`src/rtl/spi_master_seq_ctrl.sv`:
```
// rtl/spi_master_seq_ctrl.sv - SPI master transfer sequencer with CPOL/CPHA, 1/2/4 lanes, shared chip selects
module spi_master_seq_ctrl #(
    parameter int NO_OF_SLAVES = 1,
    parameter int DATA_WIDTH   = 8,
    parameter int DIV_WIDTH    = 8,
    localparam int SEL_W       = (NO_OF_SLAVES > 1) ? $clog2(NO_OF_SLAVES) : 1
) (
    input  logic                    pclk,
    input  logic                    areset,
    input  logic                    req_valid,
    output logic                    req_ready,
    input  logic [SEL_W-1:0]        req_slave_sel,
    input  logic [1:0]              req_mode,
    input  logic                    req_dir,
    input  logic [2:0]              req_lanes,
    input  logic [DIV_WIDTH-1:0]    req_div,
    input  logic [DATA_WIDTH-1:0]   req_tx_data,
    output logic                    rsp_valid,
    output logic [DATA_WIDTH-1:0]   rsp_rx_data,
    output logic                    rsp_err,
    output logic                    busy,
    output logic                    sclk,
    output logic [NO_OF_SLAVES-1:0] cs_n,
    output logic [3:0]              mosi,
    output logic [3:0]              mosi_oe,
    input  logic [3:0]              miso
);
    localparam logic [2:0] IDLE  = 3'd0;
    localparam logic [2:0] SETUP = 3'd1;
    localparam logic [2:0] XFER  = 3'd2;
    localparam logic [2:0] HOLD  = 3'd3;
    localparam logic [2:0] DONE  = 3'd4;
    localparam int EW = $clog2(2 * DATA_WIDTH + 1);

    logic [2:0]              state, lanes_q, lanes_n;
    logic [DIV_WIDTH-1:0]    div_q, div_n, cnt;
    logic [EW-1:0]           ecnt, last_e;
    logic                    cpol_q, cpha_q, dir_q, err_q;
    logic [DATA_WIDTH-1:0]   tx_sh, rx_sh;
    logic [NO_OF_SLAVES-1:0] sel_mask;
    logic                    sel_err, sample_edge;

    function automatic logic [3:0] lane_mask(input logic [2:0] l);
        case (l)
            3'd4:    lane_mask = 4'hF;
            3'd2:    lane_mask = 4'h3;
            default: lane_mask = 4'h1;
        endcase
    endfunction

    // MSB-first pulls beats from the top of the shift register, LSB-first from the bottom
    function automatic logic [3:0] beat_of(input logic [DATA_WIDTH-1:0] sh, input logic dir,
                                           input logic [2:0] l);
        if (dir)
            beat_of = 4'(sh >> (DATA_WIDTH - int'(l))) & lane_mask(l);
        else
            beat_of = 4'(sh) & lane_mask(l);
    endfunction

    function automatic logic [DATA_WIDTH-1:0] shift_tx(input logic [DATA_WIDTH-1:0] sh,
                                                        input logic dir, input logic [2:0] l);
        shift_tx = dir ? (sh << l) : (sh >> l);
    endfunction

    function automatic logic [DATA_WIDTH-1:0] shift_rx(input logic [DATA_WIDTH-1:0] sh,
                                                        input logic dir, input logic [2:0] l,
                                                        input logic [3:0] m);
        logic [DATA_WIDTH-1:0] in_bits;
        in_bits = DATA_WIDTH'(m & lane_mask(l));
        if (dir)
            shift_rx = (sh << l) | in_bits;
        else
            shift_rx = (sh >> l) | (in_bits << (DATA_WIDTH - int'(l)));
    endfunction

    always_comb begin
        lanes_n = (req_lanes == 3'd2 || req_lanes == 3'd4) ? req_lanes : 3'd1;
        div_n   = (req_div == '0) ? DIV_WIDTH'(1) : req_div;
        sel_err = (32'(req_slave_sel) >= 32'(NO_OF_SLAVES));
        for (int i = 0; i < NO_OF_SLAVES; i++)
            sel_mask[i] = (32'(req_slave_sel) == 32'(i));
        case (lanes_q)
            3'd4:    last_e = EW'(DATA_WIDTH / 2 - 1);
            3'd2:    last_e = EW'(DATA_WIDTH - 1);
            default: last_e = EW'(2 * DATA_WIDTH - 1);
        endcase
        // even edge count means the next toggle is a leading edge
        sample_edge = ~ecnt[0] ^ cpha_q;
    end

    assign req_ready = (state == IDLE) & ~areset;
    assign busy      = (state != IDLE);

    always_ff @(posedge pclk) begin
        if (areset) begin
            state       <= IDLE;
            lanes_q     <= 3'd1;
            div_q       <= DIV_WIDTH'(1);
            cnt         <= '0;
            ecnt        <= '0;
            cpol_q      <= 1'b0;
            cpha_q      <= 1'b0;
            dir_q       <= 1'b0;
            err_q       <= 1'b0;
            tx_sh       <= '0;
            rx_sh       <= '0;
            rsp_valid   <= 1'b0;
            rsp_rx_data <= '0;
            rsp_err     <= 1'b0;
            sclk        <= 1'b0;
            cs_n        <= '1;
            mosi        <= 4'h0;
            mosi_oe     <= 4'h0;
        end else begin
            rsp_valid <= 1'b0;
            case (state)
                IDLE: if (req_valid) begin
                    state   <= SETUP;
                    lanes_q <= lanes_n;
                    div_q   <= div_n;
                    cnt     <= div_n - DIV_WIDTH'(1);
                    ecnt    <= '0;
                    cpol_q  <= req_mode[1];
                    cpha_q  <= req_mode[0];
                    dir_q   <= req_dir;
                    err_q   <= sel_err;
                    rx_sh   <= '0;
                    sclk    <= req_mode[1];
                    cs_n    <= ~sel_mask;
                    mosi_oe <= lane_mask(lanes_n);
                    if (!req_mode[0]) begin
                        mosi  <= beat_of(req_tx_data, req_dir, lanes_n);
                        tx_sh <= shift_tx(req_tx_data, req_dir, lanes_n);
                    end else begin
                        mosi  <= 4'h0;
                        tx_sh <= req_tx_data;
                    end
                end
                SETUP: begin
                    if (cnt == '0) begin
                        state <= XFER;
                        cnt   <= div_q - DIV_WIDTH'(1);
                    end else begin
                        cnt <= cnt - DIV_WIDTH'(1);
                    end
                end
                XFER: begin
                    if (cnt == '0) begin
                        cnt  <= div_q - DIV_WIDTH'(1);
                        sclk <= ~sclk;
                        ecnt <= ecnt + EW'(1);
                        if (sample_edge) begin
                            rx_sh <= shift_rx(rx_sh, dir_q, lanes_q, miso);
                        end else if (ecnt != last_e) begin
                            mosi  <= beat_of(tx_sh, dir_q, lanes_q);
                            tx_sh <= shift_tx(tx_sh, dir_q, lanes_q);
                        end
                        if (ecnt == last_e)
                            state <= HOLD;
                    end else begin
                        cnt <= cnt - DIV_WIDTH'(1);
                    end
                end
                HOLD: begin
                    sclk <= cpol_q;
                    if (cnt == '0) begin
                        state       <= DONE;
                        cs_n        <= '1;
                        mosi        <= 4'h0;
                        mosi_oe     <= 4'h0;
                        rsp_valid   <= 1'b1;
                        rsp_rx_data <= rx_sh;
                        rsp_err     <= err_q;
                    end else begin
                        cnt <= cnt - DIV_WIDTH'(1);
                    end
                end
                default: state <= IDLE;
            endcase
        end
    end
endmodule
```
`config.mk`:
```
export PLATFORM = sky130hd
export DESIGN_NAME = spi_master_seq_ctrl
export DESIGN_NICKNAME = d
export VERILOG_FILES = /design/src/rtl/spi_master_seq_ctrl.sv
export SDC_FILE = /design/constraint.sdc
export NUM_CORES = 1
export LEC_CHECK = 0
export CORE_AREA = 2 2 116 118
export CTS_CLUSTER_SIZE = 40
export DETAILED_ROUTE_END_ITERATION = 16
export DIE_AREA = 0 0 118 120
export DONT_BUFFER_PORTS = 1
export PLACE_DENSITY_LB_ADDON = 0.12
export SLEW_MARGIN = 20
export SYNTH_ARGS = -nofsm -noshare
export SYNTH_HDL_FRONTEND = slang
export SYNTH_SLANG_ARGS = --single-unit
```
`constraint.sdc`:
```
create_clock -name pclk -period 3.8 [get_ports pclk]
set_input_delay 1.14 -clock pclk [delete_from_list [all_inputs] [get_ports pclk]]
set_output_delay 1.14 -clock pclk [all_outputs]
set_load 0.01 [all_outputs]
```
==> flow_metrics.tcl <==
set metrics [dict create \
    status "finished clean" \
    post-route-util_pct 46.0 \
    h-tree-depth 3 \
    finalCritPeriodShare_pct 79.1 \
    cp_max_fo 17 \
    power_mw 2.36 \
    antenna_left 0 \
    finish.net_count 741 \
    hold_buffers 0 \
    tightestPinTransition_ns 0.715 \
    ys.flop_type "dfxtp_1" \
    drv_slew 0 \
    drt_iter0_markers 435 \
    async_reset_ff_share_pct 0 \
    core_mm2 0.0130 \
    track_usage_pct 24.2 \
    setup_violations 0 \
    area_growth_pct 4.67 \
    ios 52 \
    syn_avg_cell_area_um2 7.58 \
    yosysSeqAreaShare_pct 23.1 \
    finalSetupTns_ns 0 \
    hold_viol_final 0 \
    netlist_instances 753 \
    drive_gt1_share_pct 10.3 \
    die_h_um 120 \
    required_ns 4.07 \
    worst-setup-path-type "in2reg" \
    grt_pass1_wl_mm 27.8 \
    drt-total-wl_mm 16.8 \
    pwr_density_cell_mw_per_mm2 395 \
    slew-limit-headroom_pct 52.3 \
    path_clk_slew_ns 0.06 \
    cts_max_path_buffers 2 \
    hp-class "reg2reg" \
    critPathCaptureType "flop" \
    syn_nets 793 \
    cts_resized 0 \
    ys_ff_latch 66 \
    cts_sinks 66 \
    rsz0062_at_grt "false" \
    cts_root_buf "clkbuf_16" \
    grt_max_degree 69 \
    ir_drop_mv 0.188 \
    dieArea_mm2 0.0142 \
    die_w_um 118 \
    vias 5583 \
    min_period_ns 3.01 \
    routed_via_density 6.33 \
    antenna_found_initial 0 \
    numCtsBuffers 9 \
    rows 42 \
    yosysUniqueCellTypes 82 \
    arrival_ns 3.27 \
    io_buffers 0 \
    synth_enable_flop_cells 0 \
    p_leak_nw 2.18 \
    cts_tree "yes" \
    routedWlPerCell_um 19.1 \
    maxCapViolations 0 \
    routabilityCongestion 0.869 \
    drt_drc_violations_left 0 \
    firstDrtPassIters 5 \
    finClkSkew_ns 0.00881 \
    cp-start-kind "primary input" \
    insertion_delay_ns 0.34 \
    yosysWarningCount 0 \
    initial_core_util_pct 44.0 \
    grt_pass1_vias 5307 \
    hpwlAfterDp_mm 11.5 \
    post_cts_buffers 0 \
    fmax_mhz 333 \
    synth_area_mm2 0.00571 \
    gr-total-overflow 0 \
    antenna_cells 0 \
]
registers in the layout (all words and copies together), names as in the netlist, 4 cells and up:
name and count:
rsp_rx_data 8, tx_sh 8, rx_sh 8, mosi 4, ecnt 5, div_q 8, cnt 8
final cells by class:
class,instances,area [um2]
fill,1361,7000
multi-input combinational,589,3960
sequential,66,1320
clock buffer,9,225
tap,176,220
inverter,26,106
clock inverter,7,77.6
timing repair buffer,9,67.6
synth_stat cells (5+ instances only):
cell	instances	area share, %
o211ai_1	9	1.2
inv_1	23	1.5
o21ai_0	35	3.1
o22ai_1	20	2.2
a311oi_1	5	0.77
buf_2	19	1.7
o31ai_1	7	0.92
xnor2_1	6	0.92
a211o_1	9	1.4
nand4_1	8	0.88
nor2b_1	5	0.55
nand3_1	17	1.5
mux2_2	10	2.0
xor2_1	14	2.1
nor2_1	76	5.0
nand2b_1	9	0.99
o221ai_1	5	0.77
dfxtp_1	66	23
nand2_1	88	5.8
clkbuf_1	43	2.8
a31oi_1	13	1.4
nor3_1	25	2.2
a211oi_1	7	0.92
mux2i_1	33	5.8
ha_1	10	2.2
a22oi_1	5	0.66
mux4_2	13	5.1
a21oi_1	67	5.9
where the power goes:
group | total (mW) | switching (mW) | internal, mW
logic | 0.678 | 0.397 | 0.281
clock network | 0.854 | 0.340 | 0.513
registers | 0.830 | 0.0878 | 0.742
total | 2.36 | 0.825 | 1.54
layout by cell type, fill, tap and decap left out, types with 10 or more instances in the layout:
| cell type | n |
|---|---|
| mux2i_1 | 33 |
| nand3_1 | 17 |
| a21oi_1 | 67 |
| nand2_1 | 88 |
| nor3_1 | 25 |
| a31oi_1 | 13 |
| inv_1 | 23 |
| o21ai_0 | 35 |
| mux2_2 | 10 |
| mux4_2 | 13 |
| ha_1 | 10 |
| dfxtp_1 | 65 |
| nor2_1 | 75 |
| xor2_1 | 14 |
| o22ai_1 | 20 |
per-stage QoR:
stage          area [um2]  instances  setup slack, ns  hold WS (ns)
6_report             5980        882            0.793         0.450
4_1_cts              5980        882            0.790         0.451
2_1_floorplan        5710        753            0.547         0.436
5_1_grt              5980        882            0.655         0.473
3_5_place_dp         5670        866            0.435         0.443
3_3_place_gp         5670        866            0.503         0.439
worst paths after layout:
path / from / to / slack [ns] / depth (start not counted)
worst min-delay path: cpol_q$_SDFFE_PP0P_ / cpol_q$_SDFFE_PP0P_ / 0.45 / 2
worst max-delay path: req_lanes[2] / mosi[3]$_SDFFE_PP0P_ / 0.79 / 10
worst min register to register: cpol_q$_SDFFE_PP0P_ / cpol_q$_SDFFE_PP0P_ / 0.45 / 2
worst max register to register: lanes_q[0]$_SDFFE_PP1P_ / mosi[0]$_SDFFE_PP0P_ / 0.91 / 8
worst max-delay path, cell delays in order:
cell	delay (ns)
xnor2_1	0.16
or2_1	0.36
inv_8	0.08
ha_1	0.22
ha_1	0.36
mux2_2	0.25
nand3_1	0.07
o2111a_1	0.16
o311a_1	0.32
nor3_1	0.15
metal layers:
metal | global-route usage (%) | part of all wire (%)
met1 | 31.5 | 44
met2 | 40.9 | 48
met3 | 4.42 | 5.8
met4 | 7.15 | 1.8
met5 | 0 | 0
cells by family after synthesis:
kind of cell | count (synthesis) | share of synthesized area, %
and+or+nand+nor | 265 | 22.0
adders and majority gates | 10 | 2.19
DFF | 66 | 23.1
xor gates and xnor gates | 20 | 3.07
buffers and inverters | 98 | 7.60
AOI/OAI and AO/OA | 237 | 28.6
muxes | 57 | 13.3
Note: power is estimated with default switching activity, not from simulation.
